## src/rtl/branch_ctrl.sv

```systemverilog
// Decode-stage branch controller: operand forwarding, hazard stall,
// PC redirect with hold across downstream holds, saturating statistics.
module branch_ctrl (
  input  logic        clk,
  input  logic        rst_n,
  input  logic        br_valid,
  input  logic [3:0]  br_op,
  input  logic [4:0]  rs_addr,
  input  logic [4:0]  rt_addr,
  input  logic        ex_wr_en,
  input  logic [4:0]  ex_wr_addr,
  input  logic        ex_ready,
  input  logic        mem_wr_en,
  input  logic [4:0]  mem_wr_addr,
  input  logic        mem_ready,
  input  logic        id_hold,
  input  logic        judge_res,
  output logic [1:0]  fwd_a_sel,
  output logic [1:0]  fwd_b_sel,
  output logic        stall,
  output logic        bubble,
  output logic        redirect,
  output logic [15:0] br_count,
  output logic [15:0] taken_count,
  output logic [15:0] stall_count
);

  localparam logic [3:0] OP_EQ  = 4'h1;
  localparam logic [3:0] OP_NE  = 4'h2;
  localparam logic [3:0] OP_GTZ = 4'h3;
  localparam logic [3:0] OP_LEZ = 4'h4;
  localparam logic [3:0] OP_GEZ = 4'h5;
  localparam logic [3:0] OP_LTZ = 4'h6;

  typedef enum logic [1:0] {
    S_IDLE,
    S_WAIT,
    S_DONE
  } state_t;

  state_t      state_q, state_d;
  logic        taken_q, taken_d;
  logic [15:0] br_cnt_q, br_cnt_d;
  logic [15:0] tk_cnt_q, tk_cnt_d;
  logic [15:0] st_cnt_q, st_cnt_d;

  logic        op_ok, uses_rt, valid;
  logic [2:0]  chk_a, chk_b;
  logic        hazard, resolve;
  logic        stall_c, bubble_c, redirect_c;

  // {hazard, sel}: EX match shadows MEM; $0 never forwards
  function automatic logic [2:0] chk(
    input logic [4:0] r,
    input logic       used,
    input logic       exw,
    input logic [4:0] exa,
    input logic       exr,
    input logic       mw,
    input logic [4:0] ma,
    input logic       mr
  );
    logic [2:0] res;
    res = 3'b000;
    if (used && r != 5'd0) begin
      if (exw && exa == r)
        res = exr ? 3'b001 : 3'b100;
      else if (mw && ma == r)
        res = mr ? 3'b010 : 3'b100;
    end
    return res;
  endfunction

  function automatic logic [15:0] sat_inc(input logic [15:0] c);
    return (c == 16'hFFFF) ? c : c + 16'd1;
  endfunction

  // operand decode and forwarding selection
  always_comb begin
    op_ok   = (br_op == OP_EQ)  || (br_op == OP_NE)  ||
              (br_op == OP_GTZ) || (br_op == OP_LEZ) ||
              (br_op == OP_GEZ) || (br_op == OP_LTZ);
    uses_rt = (br_op == OP_EQ) || (br_op == OP_NE);
    valid   = br_valid && op_ok;
    chk_a   = chk(rs_addr, valid, ex_wr_en, ex_wr_addr,
                  ex_ready, mem_wr_en, mem_wr_addr, mem_ready);
    chk_b   = chk(rt_addr, valid && uses_rt, ex_wr_en,
                  ex_wr_addr, ex_ready, mem_wr_en,
                  mem_wr_addr, mem_ready);
    hazard  = chk_a[2] || chk_b[2];
  end

  // next-state, control outputs and counter updates
  always_comb begin
    state_d    = state_q;
    taken_d    = taken_q;
    stall_c    = 1'b0;
    bubble_c   = 1'b0;
    redirect_c = 1'b0;
    resolve    = 1'b0;
    unique case (state_q)
      S_IDLE: begin
        if (valid && hazard) begin
          stall_c  = 1'b1;
          bubble_c = 1'b1;
          state_d  = S_WAIT;
        end else if (valid) begin
          resolve = 1'b1;
        end
      end
      S_WAIT: begin
        if (!valid) begin
          state_d = S_IDLE;
        end else if (hazard) begin
          stall_c  = 1'b1;
          bubble_c = 1'b1;
        end else begin
          resolve = 1'b1;
        end
      end
      S_DONE: begin
        redirect_c = taken_q;
        if (!id_hold)
          state_d = S_IDLE;
      end
      default: state_d = S_IDLE;
    endcase
    if (resolve) begin
      redirect_c = judge_res;
      if (id_hold) begin
        taken_d = judge_res;
        state_d = S_DONE;
      end else begin
        state_d = S_IDLE;
      end
    end
    br_cnt_d = resolve ? sat_inc(br_cnt_q) : br_cnt_q;
    tk_cnt_d = (resolve && judge_res) ?
               sat_inc(tk_cnt_q) : tk_cnt_q;
    st_cnt_d = stall_c ? sat_inc(st_cnt_q) : st_cnt_q;
  end

  // state and statistics registers
  always_ff @(posedge clk or negedge rst_n) begin
    if (!rst_n) begin
      state_q  <= S_IDLE;
      taken_q  <= 1'b0;
      br_cnt_q <= 16'd0;
      tk_cnt_q <= 16'd0;
      st_cnt_q <= 16'd0;
    end else begin
      state_q  <= state_d;
      taken_q  <= taken_d;
      br_cnt_q <= br_cnt_d;
      tk_cnt_q <= tk_cnt_d;
      st_cnt_q <= st_cnt_d;
    end
  end

  // outputs forced low while reset is asserted
  always_comb begin
    fwd_a_sel   = rst_n ? chk_a[1:0] : 2'b00;
    fwd_b_sel   = rst_n ? chk_b[1:0] : 2'b00;
    stall       = rst_n && stall_c;
    bubble      = rst_n && bubble_c;
    redirect    = rst_n && redirect_c;
    br_count    = br_cnt_q;
    taken_count = tk_cnt_q;
    stall_count = st_cnt_q;
  end

endmodule

```

## config.mk

```make
export PLATFORM = sky130hd
export DESIGN_NAME = branch_ctrl
export DESIGN_NICKNAME = d
export VERILOG_FILES = /design/src/rtl/branch_ctrl.sv
export SDC_FILE = /design/constraint.sdc
export NUM_CORES = 1
export LEC_CHECK = 0
export CORE_UTILIZATION = 47
export CTS_CLUSTER_DIAMETER = 150
export DETAILED_ROUTE_END_ITERATION = 8
export PLACE_DENSITY = 0.78
export SYNTH_ARGS = -nofsm -noshare
export SYNTH_HDL_FRONTEND = slang
export SYNTH_SLANG_ARGS = --single-unit
```

## constraint.sdc

```tcl
create_clock -name clk -period 3.5 [get_ports clk]
set_input_delay 0.7 -clock clk [delete_from_list [all_inputs] [get_ports clk]]
set_output_delay 0.7 -clock clk [all_outputs]
set_load 0.01 [all_outputs]
```

# Word-level counts from Yosys, hierarchy flattened
# Cells that the tools add are included.
op_classes:
  addsub: 3
  n_eq_ne: 18
  muxes: 27
  bitwise_logic: 3
  n_reduce_logical: 26
ops:
  columns: ["operator", "count"]
  rows:
  - ["$add A16 B1 Y16 const B", 3]
  - ["$eq A16 B16 Y1 const B", 3]
  - ["$mux W3", 8]
  - ["$eq A5 B5 Y1", 4]
  - ["$mux W2", 7]
  - ["$eq A4 B3 Y1 const B", 3]
  - ["$logic_and A1 B1 Y1", 12]
  - ["$reduce_bool A5 Y1", 2]
  - ["$mux W1", 9]
  - ["$ne A3 B3 Y1 const B", 3]
  - ["$eq A4 B2 Y1 const B", 2]
  - ["$reduce_and A2 Y1", 4]
  - ["$logic_or A1 B1 Y1", 6]
  - ["$pmux W2 S3", 1]
  - ["$eq A4 B1 Y1 const B", 1]
  - ["$pmux W1 S2", 2]
  - ["$not A1 Y1", 3]
  - ["$reduce_and A3 Y1", 1]
  - ["$eq A2 B1 Y1 const B", 1]
  - ["$eq A2 B2 Y1 const B", 1]
  - ["$logic_not A2 Y1", 1]
totals:
  register_bits: 51
  in_bits: 33
  out_inout_bits: 55

# Logic depth before layout (Yosys ltp)
# Gate-level depths: netlist of the first run.
depth:
  word_depth: 16
  mapped_depth: 8
  ltp_nobuf: 7

# Least setup slack after synthesis of the first run
# OpenSTA, ideal clock, no wires.
synth_path:
  kind: "input to output"
  startpoint: "input mem_wr_addr[3]"
  endpoint: "output stall"
  t_arrival_ps: 2363
  path_slack_ps: 437
  path_stages: 8
  path_buffers: 2
  path_cell_list: "xor2_1 or3_1 a211o_1 a21o_2 o21ai_2 buf_2 and3_1 buf_4"
synth_between:
  elab_chain_cells: 10
  word_cells_on_any_way: 17
synth_lines:
  columns: ["element", "line_no", "rtl"]
  rows:
  - ["start, declared", "14", "input logic [4:0] mem_wr_addr,"]
  - ["$eq A5 B5 Y1", "68", "else if (mw && ma == r)"]
  - ["$logic_and A1 B1 Y1", "68", null]
  - ["$mux W3", "68", null]
  - ["$mux W3", "66", "if (exw && exa == r)"]
  - ["$mux W3", "65", "if (used && r != 5'd0) begin"]
  - ["$logic_or A1 B1 Y1 *", "90", "hazard = chk_a[2] || chk_b[2];"]
  - ["$mux W1 / $logic_and A1 B1 Y1 (equally long branches)", null, null]
  - ["$mux W1, on equally long branches", null, null]
  - ["$pmux W1 S2 *", null, null]
  - ["$logic_and A1 B1 Y1 *", null, null]
  - ["end, declared", "20", "output logic stall,"]
# Mark *: on every way between the ends. The rest lies on a longest branch, timed or not.

# Final worst setup path of the first run
layout_path:
  startpoint: "input mem_wr_addr[3]"
  endpoint: "output stall"
layout_between:
  elab_chain_cells: 10
  word_cells_on_any_way: 17
layout_lines:
  columns: ["element", "line_no", "rtl"]
  rows:
  - ["$eq A5 B5 Y1", "68", null]
  - ["$logic_and A1 B1 Y1", "68", null]
  - ["$mux W3", "68", null]
  - ["$mux W3", "66", null]
  - ["$mux W3", "65", null]
  - ["$logic_or A1 B1 Y1 *", "90", null]
  - ["$mux W1 / $logic_and A1 B1 Y1 (equally long branches)", "114, 103", null]
  - ["$mux W1, on equally long branches", "112, 103", null]
  - ["$pmux W1 S2 *", "101", "unique case (state_q)"]
  - ["$logic_and A1 B1 Y1 *", "164", "stall = rst_n && stall_c;"]
# Marked as above.

==> results.md, run 1 <==
* Total wire length at between 7 and 8 mm
* Max-cap violations at 0
* Gr usage total at 0.226
* Largest net degree at the start of global routing at 37
* CTS tree: built
* Largest area contributor in the netlist: dfrtp_1
* Status: completed
* Gpl congestion at between 0.8 and 0.9
* Post-synth EDFFs at 0
* Die outline width at just over 80 um
* HP Class: in -> async
* CTS root buffer: clkbuf_8
* Post-Layout Cell Count at approximately 480
* Hold-fix buffers, CTS at 0
* Worst-path clk slew at roughly 0.1 ns
* Crit Path Max Fanout at 2
* DP Cell Count at around 470
* # clock sinks at between 50 and 60
* Initial antenna violation count at 0
* Die area at 6570 sq um
* Worst setup SP type: input pin
* Peak VDD IR at roughly 260 uV
* Ys async rst share at 1.00
* Mapped Cells at 293
* CTS buffer count at 5
* Post-synth top area share at 0.434
* Core Area at approximately 6000 sq um
* Clock Skews at between 0.015 and 0.02 ns
* Mapped Area at just under 3000 sq um
* DP HPWL at ~5.4 mm
* Final min period at 3.42 ns
* Starting DRT DRC Count at between 100 and 150
* Setup violators final at 0
* Vias in the first global route at approximately 2500
* #FFs+latches synth at 51
* Fin nets at roughly 440
* Avg Vias per Cell at about 5.4
* Layout cells sized above 1 at 0.128
* CP Class: in -> out
* Syn. warnings at 0
* WL/cell at around 15 um
* Power density cells at roughly 370 nW/um^2
* WHS at ~0.25 ns
* Port Buffers at slightly below 90
* WP data arrival at 2.72 ns
* Post-Syn Nets at 329
* CTS max path bufs at 2
* Netlist cell types at 40
* Register-to-register setup slack at between 1 and 1.5 ns
* Initial Utilization at 0.490
* Drt drc at 0
* Std cell rows at 28
* Worst-Margin Slew at 0.452 ns
* Chip Height at approximately 81 um
* Synth area leaders: dfrtp_1 43%, xor2_1 10%, xnor2_1 8.6%
* Syn avg cell area at around 10 sq um
* Layout overhead on the synthesized area at 42.1%
* IO Pins at 88
* Worst Path Required at roughly 2.8 ns
* H-tree depth at 2
* Via count at about 2600
* Tot Pwr at roughly 1500 uW
* Pleak at roughly 0.0018 uW
* Rel. slew slack at 0.699
* GRT overflow at 0
* Drt pass-1 iters at 4
* Seq/Total Area, Yosys at 0.434
* Post-CTS Setup Inserts at 0
* Worst-Skew Late Latency at about 0.3 ns
* Worst setup EP type: primary output
* Final ANT Viol Nets at 0
* Top FF cell, synth: dfrtp_1
* Fmax achieved at just under 0.3 GHz
* Final slew viol count at 0
* First-pass GRT wire length at approximately 12 mm
* Final Cycle Share at 0.978
* Fin. Hold Viols at 0
* Commonest non-fill, non-tap cell in the layout: clkdlybuf4s50_1
* Diodes inserted at 0
* Most frequent cells in the layout: 79 x clkdlybuf4s50_1, 51 x dfrtp_1, 35 x xor2_1
## cell usage after synthesis, types with 2 or more instances
| library cell | count |
|---|---|
| and2_1 | 6 |
| and3_1 | 11 |
| buf_2 | 3 |
| clkbuf_1 | 4 |
| dfrtp_1 | 51 |
| ha_1 | 3 |
| inv_1 | 4 |
| mux2_1 | 5 |
| nand2_1 | 22 |
| nand2b_1 | 5 |
| nand3_1 | 20 |
| nand4_1 | 20 |
| nor2_1 | 16 |
| nor3_1 | 18 |
| nor4_1 | 4 |
| nor4_2 | 9 |
| nor4b_1 | 2 |
| o21ai_2 | 3 |
| or3_1 | 2 |
| or4_1 | 3 |
| xnor2_1 | 29 |
| xor2_1 | 35 |
## through the flow
| stage | utilization | TNS, ns | worst slack (ns) | instance area [sq um] |
|---|---|---|---|---|
| after detailed placement | 0.678 | -0.688 | -0.243 | 4060 |
| final | 0.697 | 0 | 0.0753 | 4180 |
| after floorplan | - | 0 | 0.437 | 2940 |
| after CTS | 0.695 | 0 | 0.0190 | 4170 |
| after global placement | 0.678 | -0.617 | -0.217 | 4060 |
| after global routing | 0.697 | -0.00818 | -0.00818 | 4180 |
## layout make-up
class / instances / area (sq um)
Timing Repair Buffer: 115 / 1070
Clock inverter: 2 / 38.8
Clock buffer: 6 / 72.6
Sequential cell: 51 / 1280
Fill cell: 459 / 1820
Multi-Input combinational cell: 228 / 1600
Inverter: 5 / 18.8
Tap cell: 75 / 93.8
## sequential cells by signal, summed over array words and instances, names as in the netlist
name	cells
br_count	16
state_q	2
taken_q	1
taken_count	16
stall_count	16
## kinds of logic (layout without fill, tap and decap cells)
logic type | Yosys count | in the layout | share of synthesized area
AND/OR/NAND/NOR | 143 | 143 | 0.280
XOR/XNOR | 64 | 64 | 0.191
flip-flops | 51 | 51 | 0.434
buffers and inverters | 14 | 128 | 0.0230
AO/OA/AOI/OAI | 12 | 12 | 0.0362
multiplexers | 6 | 6 | 0.0226
adder cells (fa/ha/maj) | 3 | 3 | 0.0128
## routing by layer
metal	vias to the layer above	global-route usage	part of all wire
li1	1270	-	-
met4	0	0.0482	0.0079
met1	1270	0.315	0.46
met3	8	0.0393	0.041
met5	-	0	0
met2	62	0.366	0.49
## what timing repair did
action,4_1_cts,5_1_grt
pin swaps,1,0
resized for setup,5,5
setup endpoints to repair,3,4
## final timing paths
check	startpoint	end	cells after the start
max in group asynchronous	rst_n	br_count[11]	2
min	rst_n	stall_count[3]	1
max	mem_wr_addr[3]	stall	8
min reg2reg	taken_count[12]	taken_count[12]	1
max reg2reg	br_count[8]	br_count[1]	7
min in group clk	taken_count[12]	taken_count[12]	1
## worst max-delay path, stage by stage
cell and delay, ns:
clkdlybuf4s50_1 0.44, xor2_1 0.18, or3_1 0.38, a211o_1 0.23
a21o_2 0.24, o21ai_2 0.06, and3_1 0.21, dlygate4sd2_1 0.28
## power breakdown
part | leakage, uW | internal, uW | switching, uW
logic | 0.00110 | 219 | 170
registers | 0.000688 | 650 | 77.2
clock network | 0.0000558 | 216 | 199
total | 0.00184 | 1090 | 446
Power figures use the tool's default switching activity.
==> inputs of run 2 (changes only) <==
CORE_MARGIN = 10   (was not set)
==> run 2 against run 1 <==
  * Worst setup slack better by 0.021 ns
  * Clock skew down 0.011 ns
  * Hold slack worse by 0.0030 ns
  * Register-to-register slack better by 0.07 ns
  * Combinational power about the same
  * First-iteration DRC count down 33%
  * Core utilization down 0.81 points
  * Sequential share of layout area up 0.36 points
  * Critical endpoint unchanged
  * Maximum frequency up 0.61%
  * Global-route usage down 7.1 points
  * Highest routed layer unchanged
  * Critical path type unchanged
  * Clock power down 15%
==> results.md, run 2 (same netlist as run 1, synthesis figures left out) <==
* Buf/Inv on CP at 2 (unchanged)
* Vias in the first global route at 2598 (+4.9%)
* WHS at 0.242 ns (-0.00303 ns)
* Die outline width at 99.1 um (+22%)
* CTS tree: built
* Largest net degree at the start of global routing at 37 (unchanged)
* Initial antenna violation count at 0 (unchanged)
* Top delay family on crit path: buffers and inverters
* Post-Layout Cell Count at 478 (-0.83%)
* Fin. Hold Viols at 0 (unchanged)
* Final min period at 3.40 ns (-0.0209 ns)
* H-tree depth at 2 (unchanged)
* Gr usage total at 0.155 (-0.0706)
* Final Cycle Share at 0.973 (-0.00597)
* Worst Path Required at 2.80 ns (about the same)
* Power density cells at 358 nW/um^2 (-2.5%)
* Diodes inserted at 0 (unchanged)
* Die area at 9810 sq um (+49%)
* Fmax achieved at 0.294 GHz (+0.61%)
* First-pass GRT wire length at 12.9 mm (+11%)
* CTS buffer count at 5 (unchanged)
* Slowest CP cell: clkdlybuf4s50_1
* Gpl congestion at 0.849 (+5.5%)
* Drt drc at 0 (unchanged)
* Final ANT Viol Nets at 0 (unchanged)
* Std cell rows at 28 (unchanged)
* Crit Path Max Fanout at 2 (unchanged)
* Chip Height at 99.1 um (+22%)
* RSZ-0062 raised after global routing: true
* Worst setup SP type: input pin
* Via count at 2550 (-2.3%)
* Avg Vias per Cell at 5.33 (-1.5%)
* Core Area at 5990 sq um (unchanged)
* HP Class: in -> async
* # clock sinks at 51 (unchanged)
* Initial Utilization at 0.490 (unchanged)
* Status: completed
* DP Cell Count at 470 (-0.84%)
* DP HPWL at 6.15 mm (+13%)
* Commonest non-fill, non-tap cell in the layout: clkdlybuf4s50_1
* WL/cell at 16.5 um (+11%)
* Hold-fix buffers, CTS at 0 (unchanged)
* Fill cells at 488 (+6.3%)
* WP data arrival at 2.70 ns (-0.02 ns)
* CTS max path bufs at 2 (unchanged)
* Port Buffers at 87 (unchanged)
* Fin nets at 438 (-0.90%)
* Drt pass-1 iters at 4 (unchanged)
* Most frequent cells in the layout: 75 x clkdlybuf4s50_1, 51 x dfrtp_1, 35 x xor2_1
* Worst-path cell chain: clkdlybuf4s50_1 > xor2_1 > or3_1 > a211o_1 > a21o_2 > o21ai_2 > and3_1 > dlygate4sd2_1
* Starting DRT DRC Count at 69 (-33%)
* Setup violators final at 0 (unchanged)
* CP Class: in -> out
* Worst-Margin Slew at 0.451 ns (-0.000825 ns)
* GRT overflow at 0 (unchanged)
* IO Pins at 88 (unchanged)
* Layout overhead on the synthesized area at 40.5%
* Pleak at 0.00180 uW (-2.1%)
* Worst-path clk slew at 0.10 ns (about the same)
* Max-cap violations at 0 (unchanged)
* Slowest cell delay on critical path at 0.43 ns (about the same)
* Final slew viol count at 0 (unchanged)
* Peak VDD IR at 328 uV (+25%)
* Clock Skews at 0.00816 ns (-0.0111 ns)
* Total wire length at 7.90 mm (+10%)
* Rel. slew slack at 0.700 (about the same)
* Layout cells sized above 1 at 0.122 (-0.00618)
* Worst-Skew Late Latency at 0.30 ns (about the same)
* Worst setup EP type: primary output
* CTS root buffer: clkbuf_8
-- run 2: changes by cell type in the layout (fill, tap and decap cells not counted) --
cell | before | now
clkinv_2 | 0 | 1
clkbuf_1 | 1 | 0
nor2_2 | 0 | 1
dlygate4sd2_1 | 3 | 7
bufinv_16 | 1 | 0
inv_6 | 1 | 0
buf_4 | 28 | 24
nor4_2 | 10 | 8
clkinvlp_4 | 0 | 1
nor4_4 | 0 | 1
inv_8 | 0 | 1
nor2_1 | 16 | 15
nor4_1 | 3 | 4
clkdlybuf4s50_1 | 79 | 75
-- run 2: cell type report --
type / count / area [sq um] / area share
Clock buffer: 5 / 68.8 / 0.0167
Inverter: 5 / 18.8 / 0.00455
Multi-Input combinational cell: 228 / 1610 / 0.389
Sequential cell: 51 / 1280 / 0.309
Tap cell: 75 / 93.8 / 0.0227
Clock inverter: 3 / 23.8 / 0.00576
Timing Repair Buffer: 111 / 1040 / 0.252
-- run 2: power by group --
part / total (uW) / internal (uW) / switching (uW)
logic: 392 / 217 / 174
clock network: 353 / 145 / 208
registers: 731 / 650 / 80.7
total: 1480 / 1010 / 463
-- run 2: repair_timing --
| item | CTS | global route |
|---|---|---|
| pin swaps | 2 | 2 |
| setup endpoints to repair | 5 | 4 |
| gates resized for setup | 9 | 6 |
| buffers inserted | 0 | 0 |
-- run 2: per-stage QoR --
stage	TNS, ns	setup WS [ns]	area (sq um)	utilization	total power, uW
after floorplan	0	0.437	2940	-	897
after global placement	-0.664	-0.217	4030	0.673	1130
after detailed placement	-0.722	-0.254	4030	0.673	1140
after CTS	0	0.00443	4110	0.687	1490
after global routing	-0.0417	-0.0218	4130	0.689	1550
final	0	0.0962	4130	0.689	1480
-- run 2: final timing paths --
check	start	to	slack (ns)	cells past startpoint
min in group clk	taken_count[12]	taken_count[12]	0.50	1
worst max-delay path	mem_wr_addr[3]	stall	0.1	8
max in group asynchronous	rst_n	br_count[6]	2.56	2
worst min register to register	taken_count[12]	taken_count[12]	0.50	1
worst min-delay path	rst_n	stall_count[4]	0.24	1
worst max register to register	taken_count[0]	taken_count[8]	1.45	7
-- run 2: routing by layer --
metal	wire, um	share of wire	vias to the layer above	GRT usage
met5	0	0	-	0
met4	36	0.0046	0	0.0232
met3	474	0.060	4	0.0489
met2	3880	0.49	68	0.262
met1	3510	0.44	1221	0.193
li1	-	-	1257	-
